**config.mk**
```make
export PLATFORM = sky130hd
export DESIGN_NAME = v_mul_seq
export DESIGN_NICKNAME = d
export VERILOG_FILES = /design/src/rtl/v_mul_seq.sv
export SDC_FILE = /design/constraint.sdc
export NUM_CORES = 1
export LEC_CHECK = 0
export ABC_AREA = 1
export BUFFER_PORTS_ARGS = -buffer_cell sky130_fd_sc_hd__buf_2
export CORE_ASPECT_RATIO = 0.75
export CORE_MARGIN = 4
export CORE_UTILIZATION = 42
export CTS_BUF_LIST = sky130_fd_sc_hd__clkbuf_8
export CTS_CLUSTER_DIAMETER = 50
export DETAILED_ROUTE_END_ITERATION = 10
export PLACE_DENSITY = 0.81
export SLEW_MARGIN = 20
export SYNTH_ARGS = -nofsm -noshare
export SYNTH_HDL_FRONTEND = slang
export SYNTH_SLANG_ARGS = --single-unit
```
**constraint.sdc**
```tcl
create_clock -name clk -period 1.65 [get_ports clk]
set_input_delay 0.33 -clock clk [delete_from_list [all_inputs] [get_ports clk]]
set_output_delay 0.33 -clock clk [all_outputs]
set_load 0.03 [all_outputs]
```
**src/rtl/v_mul_seq.sv**
```systemverilog
// Vector multiply sequencer: streams operand words from the operand buffer into a
// fixed-latency multiplier and tags each word through to writeback with byte enables.
module v_mul_seq #(
  parameter int MUL_LAT = 3,
  parameter int N_WORDS = 16,
  parameter int AW      = 4
) (
  input  logic          clk,
  input  logic          nrst,
  input  logic          start,
  output logic          ready,
  input  logic [1:0]    sew,
  input  logic [7:0]    vl,
  output logic          rd_en,
  output logic [AW-1:0] rd_addr,
  input  logic [31:0]   rd_data_a,
  input  logic [31:0]   rd_data_b,
  output logic          is_mul,
  output logic [1:0]    mul_sew,
  output logic [31:0]   mul_op_a,
  output logic [31:0]   mul_op_b,
  input  logic [31:0]   mul_result,
  output logic          wb_valid,
  output logic [AW-1:0] wb_addr,
  output logic [31:0]   wb_data,
  output logic [3:0]    wb_be,
  output logic          done
);

  localparam logic [1:0] S_IDLE  = 2'd0;
  localparam logic [1:0] S_ISSUE = 2'd1;
  localparam logic [1:0] S_DRAIN = 2'd2;

  localparam int DEPTH = MUL_LAT + 1;
  localparam int BW    = (AW + 3 > 10) ? AW + 3 : 10;

  logic [1:0]    state, state_nx;
  logic [1:0]    sew_q;
  logic [1:0]    tail_q;
  logic [AW-1:0] wc;
  logic [AW-1:0] last_idx;
  logic          zero_done;

  logic [DEPTH-1:0]         tag_v;
  logic [DEPTH-1:0]         tag_last;
  logic [DEPTH-1:0][AW-1:0] tag_addr;
  logic [DEPTH-1:0][3:0]    tag_be;

  logic          accept;
  logic          zero_cmd;
  logic          issue;
  logic          is_last;
  logic          out_v;
  logic          drain_done;
  logic [3:0]    push_be;
  logic [BW-1:0] bytes_raw;
  logic [BW-1:0] bytes_cl;
  logic [BW-1:0] cap;
  logic [BW-1:0] n_words;

  // Byte count is clamped before rounding up to words, so an oversized VL
  // always lands on a whole-buffer transfer with no tail.
  always_comb begin
    cap       = BW'(N_WORDS) << 2;
    bytes_raw = BW'(vl) << sew;
    bytes_cl  = (bytes_raw > cap) ? cap : bytes_raw;
    n_words   = (bytes_cl + BW'(3)) >> 2;
    zero_cmd  = (vl == 8'd0) || (sew == 2'b11);
  end

  // ready stays low while a zero/illegal done is pending and while held in reset.
  assign ready      = nrst && (state == S_IDLE) && !zero_done;
  assign accept     = start && ready;
  assign issue      = (state == S_ISSUE);
  assign is_last    = (wc == last_idx);
  assign push_be    = (is_last && tail_q != 2'd0) ? ((4'b0001 << tail_q) - 4'b0001) : 4'b1111;
  assign out_v      = tag_v[DEPTH-1];
  assign drain_done = (state == S_DRAIN) && out_v && tag_last[DEPTH-1];

  always_comb begin
    state_nx = state;
    case (state)
      S_IDLE:  if (accept && !zero_cmd) state_nx = S_ISSUE;
      S_ISSUE: if (is_last) state_nx = S_DRAIN;
      S_DRAIN: if (drain_done) state_nx = S_IDLE;
      default: state_nx = S_IDLE;
    endcase
  end

  always_ff @(posedge clk or negedge nrst) begin
    if (!nrst) begin
      state     <= S_IDLE;
      sew_q     <= '0;
      tail_q    <= '0;
      last_idx  <= '0;
      wc        <= '0;
      zero_done <= 1'b0;
    end else begin
      state     <= state_nx;
      zero_done <= accept && zero_cmd;
      if (accept) begin
        sew_q    <= sew;
        tail_q   <= bytes_cl[1:0];
        last_idx <= AW'(n_words - BW'(1));
        wc       <= '0;
      end else if (issue) begin
        wc <= wc + AW'(1);
      end
    end
  end

  // Stage 0 absorbs the operand buffer read latency, the rest track the multiplier.
  always_ff @(posedge clk or negedge nrst) begin
    if (!nrst) begin
      tag_v    <= '0;
      tag_last <= '0;
      tag_addr <= '0;
      tag_be   <= '0;
    end else begin
      tag_v    <= {tag_v[DEPTH-2:0], issue};
      tag_last <= {tag_last[DEPTH-2:0], issue && is_last};
      tag_addr <= {tag_addr[DEPTH-2:0], wc};
      tag_be   <= {tag_be[DEPTH-2:0], push_be};
    end
  end

  assign rd_en    = issue;
  assign rd_addr  = issue ? wc : '0;
  assign is_mul   = issue || (|tag_v);
  assign mul_sew  = sew_q;
  assign mul_op_a = rd_data_a;
  assign mul_op_b = rd_data_b;
  assign wb_valid = out_v;
  assign wb_addr  = out_v ? tag_addr[DEPTH-1] : '0;
  assign wb_be    = out_v ? tag_be[DEPTH-1] : '0;
  assign wb_data  = out_v ? mul_result : '0;
  assign done     = zero_done || drain_done;

endmodule

```
==> key figures, run 1 <==
Final layout
  • Fillers: 596
  • Register area: 1380 um^2
  • Antenna fix cells: 0
  • Multi-input gate area: 973 um^2
  • Nets: 518
  • Final Instance Count excl. Fillers: 507
  • Layout cells sized above 1: 0.413
  • Synthesis-to-finish area growth: 19.3%

Timing
  • Clk_skew: 0.0115 ns
  • Max-slew violations: 0
  • Setup TNS: 0 ns
  • Setup ws final: 0.0111 ns
  • Achievable Freq: 610 MHz
  • RSZ-0062 raised after global routing: yes
  • Crit path time final: 1.64 ns
  • Rel. slew slack: 0.557
  • Final Hold Vio Count: 0
  • Final setup violation count: 0
  • Worst-Margin Slew: 0.664 ns
  • Period utilization: 0.993

Clock tree
  • Hold buffers post-CTS: 0
  • Worst-Skew Late Latency: 0.31 ns
  • Worst-path clk slew: 0.11 ns
  • Max clock buf depth: 2
  • Clk sink count: 55
  • CTS tree: yes
  • Root buf cell: clkbuf_8
  • H-tree Lvls: 2
  • CTS buffer count: 5

GRT
  • Grt total ovfl: 0
  • First-pass GRT wire length: 10900 um
  • Vias in the first global route: 2281
  • Pin count of the biggest net entering global routing: 56
  • GRT Resource Usage Total: 0.160
  • Antenna violations before repair: 0

Flow run
  • Max-cap violations: 0

Logic synthesis
  • Register area share after synthesis: 0.461
  • Mapped Cells: 359
  • Post-Syn Area: 2980 um^2
  • Number of synthesized flops with an enable pin: 0
  • Synth Register Bits: 55
  • Synth area leaders: dfrtp_1 (46%), buf_4 (16%), nand2_1 (11%), inv_1 (7.6%), nand3_1 (3.0%)
  • Area share of the largest cell type after synthesis: 0.461
  • Avg Cell Area, Syn: 8.31 um^2
  • Synth cell types: 28
  • Synthesis Warnings: 0
  • Post-synth ARST share: 1.00
  • Post-synth top area cell: dfrtp_1
  • Top_reg_cell synth: dfrtp_1
  • Synthesized Nets: 469

Routing
  • Pre-antenna DRT Iters: 4
  • Vias per cell: 4.61
  • Total wire length: 7350 um
  • Initial DRC count: 91
  • DRC: 0
  • Final ANT Viol Nets: 0
  • Wire per inst: 14.5 um
  • Vias: 2335

Die
  • FP Rows: 26
  • Die area: 8530 um^2
  • CORE AREA: 6860 um^2
  • Chip width: 105 um
  • Top Ports: 224
  • Starting Density: 0.435
  • Die Y: 81.0 um

Placed design
  • Setup WS pre-CTS: -0.405 ns
  • PortBufs: 95
  • Final Wtd Congestion: 0.851
  • Post-DP HPWL: 5500 um
  • Placed cell count: 492

Critical path
  • Worst path slowest cell: dfrtp_1
  • Critical Path Source Type: register
  • CP bufs+invs: 3
  • CP arrival: 1.31 ns
  • Worst path cell trace: inv_1, nor2_4, inv_4, nor2_4, buf_6
  • Critical Path Fanout Max: 7
  • CP peak stage delay: 0.39 ns
  • Most numerous cell on the critical path: nor2_4
  • CP required: 1.32 ns
  • Setup crit end kind: primary output
  • WS Path Type: register to primary output
  • CP delay by family, top: flip-flops

Hold path
  • Hold crit path type: primary input to asynchronous set/reset pin

Pwr
  • P_leak: 2.08 nW
  • Power, Total: 5.53 mW
  • Peak supply drop: 685 uV
  • Pwr dens: 1550 nW/um^2

Outcome
  • Status: finished, final reports clean
## what timing repair did
| item | in CTS | in global routing |
|---|---|---|
| gates resized for setup | 10 | 62 |
| endpoints found under the hold margin | 0 | 0 |
| buffers inserted | 2 | 4 |
| setup endpoints to repair | 39 | 52 |
| gates cloned | 0 | 1 |
| pin swaps | 1 | 14 |
## routing by layer
| layer | track usage | vias to the layer above | wire (um) |
|---|---|---|---|
| li1 | - | 1107 | - |
| met2 | 0.260 | 99 | 3730 |
| met3 | 0.0858 | 29 | 723 |
| met1 | 0.178 | 1100 | 2700 |
| met4 | 0.0668 | 0 | 192 |
| met5 | 0 | - | 0 |
## cell usage after synthesis, types with 2 or more instances
| cell type | instances |
|---|---|
| o21ai_1 | 2 |
| nor3_1 | 3 |
| nand2_1 | 86 |
| nand4_1 | 3 |
| nand2_2 | 6 |
| nor4_1 | 3 |
| nor2_1 | 15 |
| dfrtp_1 | 55 |
| buf_4 | 65 |
| inv_1 | 60 |
| xnor2_1 | 5 |
| o21ai_0 | 7 |
| a21oi_1 | 5 |
| clkbuf_1 | 6 |
| nand2_4 | 4 |
| nand3_1 | 18 |
| nand3_2 | 5 |
## metrics by stage
stage               area, um^2  hold WS [ns]  utilization
global placement          3170         0.333        0.462
floorplan                 3020        0.0344            -
detailed placement        3170         0.335        0.462
CTS                       3310         0.225        0.483
global route              3560         0.245        0.519
finish                    3560         0.197        0.519
## state kept, by name (all words and copies together), names as in the netlist
signal and count:
tag_addr 16, tag_v 4, tail_q 2, tag_be 16, last_idx 4, wc 4
tag_last 4, mul_sew 2, zero_done 1, state 2
## placed cells by master (no fill, tap or decap), drive strengths merged
master	count
clkinv	2
nand3	23
o21ai	10
dfrtp	55
inv	63
nor4	3
nand4	3
a22o	1
ha	1
conb	1
nor3	3
a21oi	5
buf	112
a21boi	1
clkinvlp	1
nand2	96
xnor2	5
nor2	16
o211ai	1
clkbuf	7
## report_power, final
part / switching, mW / internal (mW)
clock network: 0.458 / 0.312
logic: 1.82 / 0.935
registers: 0.245 / 1.76
## cell families after synthesis
kind of cell	count (synthesis)	synth area share
DFF	55	0.461
buffers and inverters	135	0.257
and+or+nand+nor	144	0.223
AOI/OAI and AO/OA	18	0.0386
xor gates and xnor gates	5	0.0147
adders and majority gates	1	0.00419
other	1	0.00126
## layout make-up
class	count	area share
clock buffers	5	0.0193
flip-flops and latches	55	0.387
clock inverters	3	0.00773
repair buffers	114	0.207
well taps	98	0.0344
inverters	63	0.0707
multi-input cells	169	0.273
## worst paths after layout
kind	from	end	slack, ns	cells after the start
setup / recovery	state[0]$_DFFE_PN0P_	rd_addr[2]	0.01	5
hold / removal	nrst	tail_q[0]$_DFFE_PN0P_	0.20	2
setup reg to reg	zero_done$_DFF_PN0_	wc[1]$_DFFE_PN0P_	0.22	8
hold reg to reg	tag_addr[1]$_DFF_PN0_	tag_addr[5]$_DFF_PN0_	0.35	0
max in group asynchronous	nrst	tag_v[3]$_DFF_PN0_	0.98	2
min in group clk	tag_addr[1]$_DFF_PN0_	tag_addr[5]$_DFF_PN0_	0.35	0
Note: power is estimated with default switching activity, not from simulation.
==> inputs of run 2 (changes only) <==
==> constraint.sdc (replaced) <==
create_clock -name clk -period 1.65 [get_ports clk]
set_input_delay 0.0825 -clock clk [delete_from_list [all_inputs] [get_ports clk]]
set_output_delay 0.0825 -clock clk [all_outputs]
set_load 0.03 [all_outputs]
==> run 2 against run 1 <==
Hold slack got worse by 0.032 ns. Via count fell by 3.8%. Register-to-register slack worse by 0.11 ns. Fmax rose by 0.28%. Highest routed layer unchanged.
==> key figures, run 2 (same netlist as run 1, synthesis figures left out) <==
Outcome
  • Status: finished, final reports clean

Critical path
  • CP bufs+invs: 3 (unchanged)
  • Worst path cell trace: inv_2, nor2_4, clkinvlp_4, nor2_4, buf_6
  • Worst path slowest cell: dfrtp_1
  • Critical Path Fanout Max: 7 (unchanged)
  • CP delay by family, top: buffers and inverters
  • CP peak stage delay: 0.40 ns (about the same)
  • Critical Path Source Type: register
  • CP Launch Point: state[0]$_DFFE_PN0P_
  • CP arrival: 1.55 ns (+0.24 ns)
  • WS Path Type: register to primary output
  • CP required: 1.57 ns (+0.25 ns)
  • Launch point of the worst reg-to-reg path: state[0]$_DFFE_PN0P_
  • Most numerous cell on the critical path: nor2_4
  • Setup crit end kind: primary output

Timing
  • Achievable Freq: 612 MHz (+0.28%)
  • Max-slew violations: 0 (unchanged)
  • Clk_skew: 0.00627 ns (-0.00527 ns)
  • Period utilization: 0.991 (-0.00273)
  • Crit path time final: 1.63 ns (-0.00450 ns)
  • RSZ-0062 raised after global routing: yes
  • Final setup violation count: 0 (unchanged)
  • Setup TNS: 0 ns (unchanged)
  • Final Hold Vio Count: 0 (unchanged)
  • Worst-Margin Slew: 0.646 ns (-0.0183 ns)
  • Rel. slew slack: 0.570 (+0.0122)
  • Hold slack: 0.165 ns (-0.0319 ns)

Pwr
  • Peak supply drop: 643 uV (-6.0%)
  • Pwr dens: 1610 nW/um^2 (+3.5%)
  • P_leak: 1.98 nW (-4.5%)

Clock tree
  • Clk sink count: 55 (unchanged)
  • H-tree Lvls: 2 (unchanged)
  • Worst-path clk slew: 0.09 ns (-0.02 ns)
  • CTS tree: yes
  • Worst-Skew Late Latency: 0.31 ns (about the same)
  • Root buf cell: clkbuf_8
  • CTS buffer count: 5 (unchanged)
  • Max clock buf depth: 2 (unchanged)

Hold path
  • Hold Startpoint: rd_data_a[14]
  • Hold crit path type: primary input to primary output

Die
  • Top Ports: 224 (unchanged)
  • Chip width: 105 um (unchanged)
  • Die area: 8530 um^2 (unchanged)
  • FP Rows: 26 (unchanged)
  • Starting Density: 0.435 (unchanged)
  • Die Y: 81.0 um (unchanged)
  • CORE AREA: 6860 um^2 (unchanged)

Placed design
  • Post-DP Area: 3100 um^2 (-2.4%)
  • Final Wtd Congestion: 0.798 (-6.3%)
  • PortBufs: 95 (unchanged)
  • Post-DP HPWL: 4670 um (-15%)
  • Placed cell count: 483 (-1.8%)

GRT
  • First-pass GRT wire length: 9430 um (-13%)
  • GRT Resource Usage Total: 0.137 (-0.0230)
  • Pin count of the biggest net entering global routing: 56 (unchanged)
  • Antenna violations before repair: 0 (unchanged)
  • Grt total ovfl: 0 (unchanged)
  • Vias in the first global route: 2142 (-6.1%)

Routing
  • Total wire length: 5990 um (-19%)
  • DRC: 0 (unchanged)
  • Vias: 2247 (-3.8%)
  • Final ANT Viol Nets: 0 (unchanged)
  • Vias per cell: 4.51 (-2.0%)
  • Pre-antenna DRT Iters: 4 (unchanged)
  • Initial DRC count: 79 (-13%)
  • Wire per inst: 12.0 um (-17%)

Final layout
  • Layout cells sized above 1: 0.345 (-0.0682)
  • Most common cell after layout, fill and taps aside: buf_2
  • Final Instance Count excl. Fillers: 498 (-1.8%)
  • Top flop regs: tag_addr x16, tag_be x16
  • Finished Cell Area: 3270 um^2 (-8.0%)
  • Nets: 509 (-1.7%)
  • Synthesis-to-finish area growth: 9.73%
  • Antenna fix cells: 0 (unchanged)
  • Commonest non-fill, non-tap cells in the layout: buf_2 (91), nand2_1 (86), inv_1 (59)

Flow run
  • Max-cap violations: 0 (unchanged)
[run 2: metal layers]
layer | global-route usage | vias up | wire (um)
li1 | - | 1093 | -
met4 | 0.0747 | 0 | 113
met5 | 0 | - | 0
met2 | 0.214 | 112 | 2810
met1 | 0.157 | 1027 | 2450
met3 | 0.0675 | 15 | 615
[run 2: final cells by class]
type,count,area (um^2)
Inverter,63,248
Fill cell,659,3590
Clock inverter,3,21.3
Sequential cell,55,1380
Tap cell,98,123
Timing Repair Buffer,105,571
Clock buffer,5,68.8
Multi-Input combinational cell,169,866
[run 2: final timing paths]
check,to,slack [ns],cells past startpoint
min in group asynchronous,tag_be[4]$_DFF_PN0_,0.50,3
max reg2reg,wc[3]$_DFFE_PN0P_,0.11,7
min,mul_op_a[14],0.17,0
max in group asynchronous,tag_be[5]$_DFF_PN0_,0.73,3
min reg2reg,tag_addr[4]$_DFF_PN0_,0.35,0
max,rd_addr[2],0.02,5
[run 2: power by group]
group | internal, mW | switching (mW) | leakage, nW
Clock | 0.299 | 0.417 | 0.0495
Combinational | 0.809 | 1.76 | 1.28
Sequential | 1.76 | 0.228 | 0.650
[run 2: per-stage QoR]
| step | setup WS (ns) | utilization | power, mW |
|---|---|---|---|
| 4_1_cts | 0.0151 | 0.466 | 5.11 |
| 2_1_floorplan | -0.00471 | - | 3.96 |
| 5_1_grt | -0.0734 | 0.477 | 5.64 |
| 3_3_place_gp | 0.0480 | 0.451 | 4.31 |
| 6_report | 0.0156 | 0.477 | 5.26 |
| 3_5_place_dp | -0.0780 | 0.451 | 4.38 |
[run 2: repair_timing]
action	CTS	global route
hold buffers	1	0
setup buffers	0	6
hold endpoints to repair	55	0
resized for setup	1	12
pin swaps	0	2
endpoints found under the setup margin	1	12
[run 2: worst register-to-register path: cells and delay by family (launching register included)]
kind,cells,cell delay (ns)
DFF,1,0.40
and+or+nand+nor,3,0.50
buffers and inverters,2,0.30
AOI/OAI and AO/OA,2,0.24
==> inputs of run 3 (changes only) <==
- CORE_UTILIZATION: 42 -> 41
- CTS_BUF_LIST: sky130_fd_sc_hd__clkbuf_8 -> unset
- PLACE_DENSITY: 0.81 -> 0.8
- RECOVER_POWER: unset -> 100
==> run 3 against run 2 <==
Design area down 1.6%. Clock skew grew 0.014 ns. Flip-flop and latch count is the same. Clock power increased by 29%. Utilization decreased by 1.2 points. Via count fell by 4.1%. Sequential share of layout area grew 0.72 points. Critical path depth unchanged. Final cell count decreased by 0.60%. Routed wire length is 4.9% higher. Global-route usage fell by 0.13 points. Combinational power fell by 7%.
==> key figures, run 3 (same netlist as run 1, synthesis figures left out) <==
Outcome
  • Status: finished, final reports clean

Critical path
  • CP delay by family, top: buffers and inverters
  • Setup crit end kind: primary output
  • CP required: 1.57 ns (about the same)
  • WS Path Type: register to primary output
  • CP peak stage delay: 0.38 ns (-0.02 ns)
  • CP arrival: 1.44 ns (-0.11 ns)
  • CP bufs+invs: 3 (unchanged)
  • Worst path slowest cell: dfrtp_1
  • Critical Path Source Type: register
  • Critical Path Fanout Max: 7 (unchanged)
  • Worst path cell trace: inv_1, nor2_4, inv_2, nor2_1, clkbuf_2

Clock tree
  • Clk sink count: 55 (unchanged)
  • Root buf cell: clkbuf_8
  • CTS buffer count: 5 (unchanged)
  • Worst-Skew Late Latency: 0.31 ns (about the same)
  • H-tree Lvls: 2 (unchanged)
  • CTS tree: yes
  • Worst-path clk slew: 0.11 ns (+0.02 ns)
  • Max clock buf depth: 2 (unchanged)

Die
  • Top Ports: 224 (unchanged)
  • Die Y: 81.9 um (+1.1%)
  • FP Rows: 26 (unchanged)
  • Starting Density: 0.430 (-0.00408)
  • Chip width: 106 um (+1.1%)
  • Die area: 8720 um^2 (+2.2%)
  • CORE AREA: 6930 um^2 (+0.95%)

Final layout
  • Layout cells sized above 1: 0.272 (-0.0730)
  • Nets: 506 (-0.59%)
  • Antenna fix cells: 0 (unchanged)
  • Top flop regs: tag_addr x16, tag_be x16
  • Most common cell after layout, fill and taps aside: nand2_1
  • Synthesis-to-finish area growth: 7.97%
  • Commonest non-fill, non-tap cells in the layout: nand2_1 (86), inv_1 (59), dfrtp_1 (54)

Timing
  • Rel. slew slack: 0.532 (-0.0377)
  • Final setup violation count: 0 (unchanged)
  • Period utilization: 0.921 (-0.0692)
  • RSZ-0062 raised after global routing: no
  • Achievable Freq: 658 MHz (+7.5%)
  • Worst-Margin Slew: 0.702 ns (+0.0565 ns)
  • Final Hold Vio Count: 0 (unchanged)
  • Max-slew violations: 0 (unchanged)
  • Hold slack: 0.165 ns (+0.00000200 ns)
  • Clk_skew: 0.0204 ns (+0.0141 ns)
  • Crit path time final: 1.52 ns (-0.114 ns)

Placed design
  • Final Wtd Congestion: 0.905 (+13%)
  • PortBufs: 95 (unchanged)
  • Post-DP HPWL: 4850 um (+3.9%)

Pwr
  • Peak supply drop: 650 uV (+0.99%)
  • Power, Total: 5.31 mW (+0.83%)
  • Pwr dens: 1650 nW/um^2 (+2.5%)
  • P_leak: 1.88 nW (-5.3%)

GRT
  • GRT Resource Usage Total: 0.136 (-0.00129)
  • Antenna violations before repair: 0 (unchanged)
  • Pin count of the biggest net entering global routing: 56 (unchanged)
  • Grt total ovfl: 0 (unchanged)
  • First-pass GRT wire length: 9280 um (-1.6%)
  • Vias in the first global route: 1935 (-9.7%)

Flow run
  • Max-cap violations: 0 (unchanged)

Routing
  • Wire per inst: 12.7 um (+5.5%)
  • Total wire length: 6280 um (+4.9%)
  • Vias: 2155 (-4.1%)
  • Vias per cell: 4.35 (-3.5%)
  • Initial DRC count: 98 (+24%)
  • Final ANT Viol Nets: 0 (unchanged)
  • DRC: 0 (unchanged)
  • Pre-antenna DRT Iters: 4 (unchanged)

Hold path
  • Hold crit path type: primary input to primary output
-- run 3: cell types whose count changed in the layout (fill, tap and decap cells not counted), moves of 2 or more --
cell,delta
buf_2,-46
buf_4,-7
buf_6,-2
clkbuf_1,+25
clkbuf_2,+26
clkinv_4,-2
nor2_1,+2
-- run 3: worst paths after layout --
kind / to / from / depth (start not counted) / slack (ns)
max in group asynchronous: tag_v[3]$_DFF_PN0_ / nrst / 3 / 0.58
worst max register to register: tag_be[2]$_DFF_PN0_ / wc[0]$_DFFE_PN0P_ / 4 / 0.22
min in group asynchronous: tag_addr[1]$_DFF_PN0_ / nrst / 3 / 0.57
worst max-delay path: rd_addr[0] / state[0]$_DFFE_PN0P_ / 5 / 0.13
worst min-delay path: mul_op_a[8] / rd_data_a[8] / 0 / 0.17
worst min register to register: tag_addr[7]$_DFF_PN0_ / tag_addr[3]$_DFF_PN0_ / 0 / 0.35
-- run 3: layout make-up --
type / count / area [um^2]
Multi-Input combinational cell: 169 / 851
Sequential cell: 55 / 1380
Timing Repair Buffer: 102 / 509
Inverter: 63 / 239
Clock buffer: 6 / 82.6
Fill cell: 690 / 3710
Clock inverter: 2 / 38.8
Tap cell: 98 / 123
-- run 3: metrics by stage --
| step | cell area, um^2 | TNS, ns | utilization | instances | setup slack (ns) |
|---|---|---|---|---|---|
| floorplan | 3000 | -0.00471 | - | 359 | -0.00471 |
| detailed placement | 3110 | -0.194 | 0.449 | 483 | -0.103 |
| global route | 3220 | 0 | 0.465 | 495 | 0.0173 |
| CTS | 3240 | 0 | 0.468 | 492 | 0.0324 |
| global placement | 3110 | 0 | 0.449 | 483 | 0.0406 |
| finish | 3220 | 0 | 0.465 | 495 | 0.130 |
-- run 3: timing repair --
action | 4_1_cts | 5_1_grt
pin swaps | 0 | 1
setup buffers | 0 | 3
endpoints found under the hold margin | 55 | 0
resized for setup | 1 | 2
hold buffers | 1 | 0
endpoints found under the setup margin | 1 | 3
-- run 3: routing by layer --
| metal | routed length, um | global-route usage | share of wire | vias up |
|---|---|---|---|---|
| met4 | 176 | 0.0715 | 0.028 | 0 |
| li1 | - | - | - | 1083 |
| met5 | 0 | 0 | 0 | - |
| met2 | 2950 | 0.209 | 0.47 | 73 |
| met3 | 611 | 0.0738 | 0.097 | 19 |
| met1 | 2550 | 0.154 | 0.41 | 980 |
-- run 3: power by group --
part	internal [mW]	switching [mW]	leakage, nW
Combinational	0.692	1.70	1.17
Sequential	1.76	0.234	0.649
Clock	0.499	0.424	0.0618
Total	2.95	2.36	1.88
